### src/rtl/enkel_pkg.sv
// enkel_pkg: opcodes, FSM state encoding and control-strobe decode for alu_sequencer
package enkel_pkg;

    localparam logic [2:0] OP_NOP   = 3'd0;
    localparam logic [2:0] OP_LDA   = 3'd1;
    localparam logic [2:0] OP_ADD   = 3'd2;
    localparam logic [2:0] OP_NOT   = 3'd3;
    localparam logic [2:0] OP_CLR   = 3'd4;
    localparam logic [2:0] OP_PCREL = 3'd5;

    typedef enum logic [2:0] {
        S_IDLE,
        S_LOAD_B,
        S_EXEC,
        S_WRITE_A,
        S_CLEAR,
        S_DONE
    } state_t;

    typedef struct packed {
        logic busy;
        logic done;
        logic aload;
        logic bload;
        logic areset;
        logic breset;
        logic latch_a_load;
        logic a_pc_select;
        logic mem_ir_select;
        logic compliment_or_adder;
        logic a_pc_enable;
        logic mem_ir_enable;
        logic adder_compliment_enable;
    } ctrl_t;

    // Moore decode: the strobes of a state, qualified by the captured opcode
    function automatic ctrl_t decode(input state_t s, input logic [2:0] op);
        ctrl_t c;
        c                         = '0;
        c.busy                    = s != S_IDLE;
        c.done                    = s == S_DONE;
        c.bload                   = s == S_LOAD_B;
        c.mem_ir_enable           = s == S_LOAD_B;
        c.mem_ir_select           = s == S_LOAD_B && op != OP_PCREL;
        c.areset                  = (s == S_LOAD_B && op == OP_LDA) || s == S_CLEAR;
        c.breset                  = s == S_CLEAR;
        c.a_pc_enable             = s == S_EXEC;
        c.adder_compliment_enable = s == S_EXEC;
        c.latch_a_load            = s == S_EXEC;
        c.a_pc_select             = s == S_EXEC && op != OP_PCREL;
        c.compliment_or_adder     = s == S_EXEC && op == OP_NOT;
        c.aload                   = s == S_WRITE_A;
        return c;
    endfunction

endpackage

### src/rtl/alu_sequencer.sv
// alu_sequencer: Moore FSM sequencing ALU datapath strobes per opcode
//   clk, reset (async, active-high), start/opcode request, carry from datapath;
//   datapath strobes, busy, done pulse, c_flag (carry of last ADD), sticky illegal.
module alu_sequencer
    import enkel_pkg::*;
#(
    parameter int OPW = 3
) (
    input  logic           clk,
    input  logic           reset,
    input  logic           start,
    input  logic [OPW-1:0] opcode,
    input  logic           carry,
    output logic           Aload,
    output logic           Bload,
    output logic           Areset,
    output logic           Breset,
    output logic           latch_A_load,
    output logic           A_PC_select,
    output logic           MEM_IR_select,
    output logic           compliment_or_adder,
    output logic           A_PC_enable,
    output logic           mem_IR_enable,
    output logic           adder_compliment_enable,
    output logic           busy,
    output logic           done,
    output logic           c_flag,
    output logic           illegal
);

    state_t         state_q, state_d;
    logic [OPW-1:0] op_q, op_d;
    ctrl_t          ctrl_q;
    logic           c_flag_q, illegal_q;

    always_comb begin
        state_d = state_q;
        op_d    = op_q;
        case (state_q)
            S_IDLE: if (start) begin
                op_d    = opcode;
                state_d = opcode == OP_CLR ? S_CLEAR :
                          (opcode == OP_NOP || opcode > OP_PCREL) ? S_DONE : S_LOAD_B;
            end
            S_LOAD_B:          state_d = S_EXEC;
            S_EXEC:            state_d = op_q == OP_PCREL ? S_DONE : S_WRITE_A;
            S_WRITE_A, S_CLEAR: state_d = S_DONE;
            default:           state_d = S_IDLE;
        endcase
    end

    // Strobes are registered from the next state so they line up with state_q
    always_ff @(posedge clk or posedge reset) begin
        if (reset) begin
            state_q   <= S_IDLE;
            op_q      <= '0;
            ctrl_q    <= '0;
            c_flag_q  <= 1'b0;
            illegal_q <= 1'b0;
        end else begin
            state_q <= state_d;
            op_q    <= op_d;
            ctrl_q  <= decode(state_d, op_d);
            if (state_q == S_WRITE_A && op_q == OP_ADD) c_flag_q <= carry;
            if (state_q == S_IDLE && start && opcode > OP_PCREL) illegal_q <= 1'b1;
        end
    end

    assign Aload                   = ctrl_q.aload;
    assign Bload                   = ctrl_q.bload;
    assign Areset                  = ctrl_q.areset;
    assign Breset                  = ctrl_q.breset;
    assign latch_A_load            = ctrl_q.latch_a_load;
    assign A_PC_select             = ctrl_q.a_pc_select;
    assign MEM_IR_select           = ctrl_q.mem_ir_select;
    assign compliment_or_adder     = ctrl_q.compliment_or_adder;
    assign A_PC_enable             = ctrl_q.a_pc_enable;
    assign mem_IR_enable           = ctrl_q.mem_ir_enable;
    assign adder_compliment_enable = ctrl_q.adder_compliment_enable;
    assign busy                    = ctrl_q.busy;
    assign done                    = ctrl_q.done;
    assign c_flag                  = c_flag_q;
    assign illegal                 = illegal_q;

endmodule

### config.mk
export PLATFORM = sky130hd
export DESIGN_NAME = alu_sequencer
export DESIGN_NICKNAME = d
export VERILOG_FILES = /design/src/rtl/enkel_pkg.sv /design/src/rtl/alu_sequencer.sv
export SDC_FILE = /design/constraint.sdc
export NUM_CORES = 1
export LEC_CHECK = 0
export ABC_AREA = 0
export CORE_MARGIN = 8
export CORE_UTILIZATION = 47
export CTS_BUF_LIST = sky130_fd_sc_hd__clkbuf_8
export DETAILED_ROUTE_END_ITERATION = 7
export PLACE_DENSITY = 0.82
export SETUP_SLACK_MARGIN = 0.3
export SLEW_MARGIN = 20
export SYNTH_ARGS = -nofsm -noshare
export SYNTH_HDL_FRONTEND = slang
export SYNTH_SLANG_ARGS = --single-unit
### constraint.sdc
create_clock -name clk -period 2 [get_ports clk]
set_input_delay 0.3 -clock clk [delete_from_list [all_inputs] [get_ports clk]]
set_output_delay 0.3 -clock clk [all_outputs]
set_load 0.01 [all_outputs]
# --- Yosys cells after proc, flatten, opt, wreduce, memory -nomap -nowiden ---
# Index checks and enable logic that the tools add are counted.
totals:
  wordCells: 50
  romBits: 0
  ram_bits: 0
  ff_bits: 18
  memories: 0
  out_inout_bits: 15
  latchBits: 0
  in_bits: 7
classes:
  addsub: 0
  n_eq_ne: 15
  muxes: 7
  n_reduce_logical: 13
  mul: 0
  order_cmp: 1
  n_shift: 0
  bitwise_logic: 0
  div: 0
op_table:
  columns: ["cell", "n"]
  rows:
  - ["== test 3 x 2 -> 1 bit, second input constant", 6]
  - ["2-to-1 mux 3 bit", 6]
  - ["== test 3 bit, second input constant", 5]
  - ["one-hot mux 3 bit (4 select lines)", 1]
  - ["== test 3 x 1 -> 1 bit, second input constant", 3]
  - ["logical AND 1 bit", 7]
  - ["zero test 3 bit", 2]
  - ["greater-than comparator 3 bit, second input constant", 1]
  - ["inequality test 3 bit, second input constant", 1]
  - ["nonzero test 3 bit", 1]
  - ["logical OR 1 bit", 2]
  - ["OR reduction 2 bit", 1]

# --- Depth between registers and ports, before layout ---
logic_depth:
  depth_word: 9
  mapped_depth: 3
  mapped_depth_nobuf: 3

# --- Worst setup path after synthesis ---
# Ideal clock, no wire load.
synth_path:
  kind: "flip-flop to flip-flop"
  start: "register state_q[0]"
  end: "register ctrl_q (netlist bit compliment_or_adder)"
  path_buffers: 0
  path_slack_ps: 554
  path_stages_with_launch: 4
  arrival_time_ps: 1325
  setup_ps: 121
  t_required_ps: 1879
  synth_period_minus_slack_ps: 1446
  path_cell_list: "dfrtp_1 nor4b_4 mux2_4 and4b_1"
synth_via:
  word_cells_on_any_way: 12
  cone_classes: "eq/ne: 6; mux: 3; reduce/logical: 3"
synth_lines:
  columns: ["element", "line_no", "source"]
  rows:
  - ["start: declaration", "alu_sequencer.sv:31", "state_t state_q, state_d;"]
  - ["start signal: assignment", "alu_sequencer.sv:61", "state_q <= state_d;"]
  - ["zero test 3 bit", "alu_sequencer.sv:39", "case (state_q)"]
  - ["2-to-1 mux 3 bit", "alu_sequencer.sv:39", null]
  - ["net op_d[1]", "alu_sequencer.sv:32", "logic [OPW-1:0] op_q, op_d;"]
  - ["== test 3 x 2 -> 1 bit", "enkel_pkg.sv:51", "c.compliment_or_adder = s == S_EXEC && op == OP_NOT;"]
  - ["logical AND 1 bit", "enkel_pkg.sv:51", null]
  - ["end signal: assignment", "alu_sequencer.sv:63", "ctrl_q <= decode(state_d, op_d);"]
  - ["end: declaration", "alu_sequencer.sv:33", "ctrl_t ctrl_q;"]
# The timed path passes the listed nets, and every way through them passes these cells.
# A chain may end at the register's enable or synchronous reset.

# --- Worst setup path after layout ---
layout_path:
  start: "register state_q[2]"
  end: "register c_flag_q, in the netlist c_flag"
layout_via:
  elab_chain_cells: 2
layout_lines:
  columns: ["element", "line_no", "source"]
  rows:
  - ["== test 3 x 2 -> 1 bit", "alu_sequencer.sv:64", "if (state_q == S_WRITE_A && op_q == OP_ADD) c_flag_q <= carry;"]
  - ["logical AND 1 bit", "alu_sequencer.sv:64", null]
  - ["end signal: assignment", "alu_sequencer.sv:64", null]
  - ["end: declaration", "alu_sequencer.sv:34", "logic c_flag_q, illegal_q;"]
# Every way passes these cells.

==> results.txt <==
The flow ran to the end, and the final reports show no timing, DRC or antenna violations. The mean number of vias per cell came out at 5.60. In the final layout, the registers with the most flip-flops are op_q (3), state_q (3). The total area of sequential cells came out at 450 um2. After detailed routing, the total wire length is 1.59 mm. The full die area is 3120 um2.

The total negative slack came out at 0 ps. In the final layout, the multi-input gates occupy 268 um2. The worst setup path is launched from a register.

The worst hold path belongs to the class in -> async. The clock root buffer is sky130_fd_sc_hd__clkbuf_8. By area the synthesized netlist is led by sky130_fd_sc_hd__dfrtp_1, sky130_fd_sc_hd__mux2_2, sky130_fd_sc_hd__nor4b_4. The async set-or-reset flop fraction in the synthesized netlist came out at between 90% and 100%. The fraction of layout cells with a size suffix above 1 is about 18%. Along the worst path, the maximum fanout reaches 8.

The clock latency at the later pin of the worst-skew pair came out at 250 ps. The net count of the finished layout is 91. The width of the chip is about 56 um.

Leaving out fill and tap cells, the most frequent cell in the layout is sky130_fd_sc_hd__clkdlybuf4s50_1. The number of enable-type register cells in the synthesized netlist came out at 0. The origin of the critical flop-to-flop path is state_q[2]. STA classifies the critical path endpoint as a register.

Across the run, the number of max-cap violations was 0. Setup repair after global routing left no endpoint under its margin. In this run the remaining antenna-violating nets after routing total 0.

The net switching power of the design is between 0.4 and 0.5 mW. Entering global routing, the biggest net connects 19 pins. The instance count of the mapped netlist came out at between 50 and 60.

The areal power density over the cells is between 1000 and 1500 nW/um2. The met1 capacity usage during global routing is a little under an eighth. The type of the worst setup path is reg -> reg.

The routed length per instance came out at between 15 and 20 um. The fraction of the cycle the final worst path needs is 77.3%. The analysis attributes to cell leakage a power of 0.465 nW. The DRC violations left is 0. The cell area after synthesis is 748 um2. Synthesis inferred 18 register bits. The initial antenna violation count came out at 0.

From bottom edge to top edge, the die measures about 56 um. The sequential cell area fraction in the yosys report came out at around 60%. The fraction of power spent switching nets is 31.0%. The filler cell count came out at around 120. In this run the biggest area consumer among cell types represents around 60% of the synthesized area. The maximum clock rate is approximately 650 MHz. The final count of hold timing violations came out at 0. The path depth of the worst reg2reg path is 3. After synthesis, the netlist uses 27 different library cells. The total overflow reported by the global router came out at 0. The arrival time of data at the critical path endpoint came out at 1680 ps. In the layout the commonest cells are sky130_fd_sc_hd__clkdlybuf4s50_1, sky130_fd_sc_hd__dfrtp_1, sky130_fd_sc_hd__nor2_1, sky130_fd_sc_hd__nor3_1, sky130_fd_sc_hd__clkbuf_8. Of all cell types, the one taking the most synthesized area is sky130_fd_sc_hd__dfrtp_1. The count of buffers inserted at the top-level ports is 21. The number of buffers inserted by hold repair at cts came out at 0. The number of rows in the core area is 14. TritonCTS built the clock tree. The final route contains 554 vias. The post-cts gate resize count is 0.

For this design the top-level I/O count stands at 22. The register clock-pin slew on the reported worst setup and hold paths is ~60 ps. Global routing used between 10% and 20% of the available tracks. The repair_antennas step left the layout with diodes totalling 0.

The post-route minimum period is 1550 ps. The maximum level of the CTS H-tree came out at 1. Setup violations remaining at the end of the flow were counted as 0. The first-pass GRT wire length is between 2 and 3 mm.

The internal power is 1.00 mW. The most congested layer reported by global routing is met2. The number of nets in the synthesized netlist is 66. The commonest register cell after synthesis is sky130_fd_sc_hd__dfrtp_1. The part of the power in the clock network is between 15 and 20%.

The actual slew at the worst max-slew pin is 672 ps. The post-synthesis average cell area is 12.7 um2. For this block, the initial DRC count from the detailed router was 22. In the global route stage, met2 resource usage came out at 18.3%. The number of detailed-route iterations in the first pass is 4. The detailed placer's ending HPWL is between 1 and 1.5 mm. The combinational fraction of design power is 38.1%. The area of the core is 1510 um2. The total power of the final layout came out at ~1.5 mW. In this run the post-CTS setup repair buffer count came out at 0. The worst-case vdd ir drop came out at 0.000634 V. The final estimated routing congestion in global placement is between 0.8 and 0.9. The total count of max-transition violations in the final report came out at 0. The clock passes through at most 2 buffers. The global routing met3 resource utilization is 3.65%. The number of global-route vias before repair came out at approximately 560. The proportion of power drawn by flip-flops and latches is a little over two fifths. The area growth from synthesis to final layout came out at 37.1%. The starting density of the core came out at 49.7%.

The endpoint identified for the worst register-to-register timing path is c_flag. The number of buffers created by CTS is 3. Setup slack on the worst reg-to-reg path comes out at between 400 and 500 ps. The count of synthesis-stage warnings from yosys is 0. The required time reported for the critical path endpoint came out at 2140 ps.

The headroom to the max-slew limit came out at 55.2%. The clock net sink count is 18. Across the routed clock network, the largest skew measured is 2.01 ps.
cells in the mapped netlist, types with 2 or more instances:
library cell               n
sky130_fd_sc_hd__a21oi_1   2
sky130_fd_sc_hd__buf_4     3
sky130_fd_sc_hd__dfrtp_1  18
sky130_fd_sc_hd__inv_1     2
sky130_fd_sc_hd__mux2_2    3
sky130_fd_sc_hd__nand2_1   2
sky130_fd_sc_hd__nand3_1   2
sky130_fd_sc_hd__nor2_1    4
sky130_fd_sc_hd__nor3_1    4
sky130_fd_sc_hd__or3b_2    2
power groups by stage:
stage                     combinational (mW)  clock, mW  sequential [mW]
after floorplan                        0.285          0            0.636
after global placement                 0.546          0            0.609
after detailed placement               0.557          0            0.617
after CTS                              0.562      0.300            0.609
after global routing                   0.607      0.310            0.631
final                                  0.554      0.289            0.609
logic make-up after synthesis:
group | Yosys count | synth area share (%)
compound gates | 8 | 7.36
mux | 5 | 7.86
xor+xnor | 1 | 1.17
buf+inv | 5 | 4.01
simple gates | 22 | 19.4
flops | 18 | 60.2
worst max-delay path by stage:
stage	start	endpoint	slack, ps	cells after the start
detailed placement	opcode[2]	state_q[0]	290	4
CTS	state_q[2]	c_flag	490	3
floorplan	state_q[0]	compliment_or_adder	550	3
finish	state_q[2]	c_flag	450	3
global placement	start	compliment_or_adder	320	4
global route	state_q[2]	c_flag	360	3
final cells by class:
| type | instances | share of cell area [%] |
|---|---|---|
| flip-flops and latches | 18 | 43.9 |
| inverters | 2 | 0.732 |
| repair buffers | 23 | 22.0 |
| clock buffers | 4 | 5.37 |
| multi-input cells | 36 | 26.1 |
| well taps | 16 | 1.95 |
metal layers:
layer | up-vias | share of wire, %
met5 | - | 0
met4 | 0 | 1.7
met2 | 13 | 52
met1 | 284 | 40
li1 | 253 | -
met3 | 4 | 6.0
stage by stage:
stage               worst slack, ps  utilization [%]  cells  area [um2]  hold slack (ps)
global placement                321             64.5     95         971              445
detailed placement              290             64.5     95         971              454
CTS                             486             68.1     99        1030              469
floorplan                       554                -     59         748              239
global route                    360             68.1     99        1030              506
finish                          455             68.1     99        1030              460
critical path, stage by stage (launching register included):
cell	delay (ps)
sky130_fd_sc_hd__dfrtp_1	480
sky130_fd_sc_hd__nand2b_1	240
sky130_fd_sc_hd__nor4_1	330
sky130_fd_sc_hd__mux2_2	380
(Power assumes the default switching activity.)
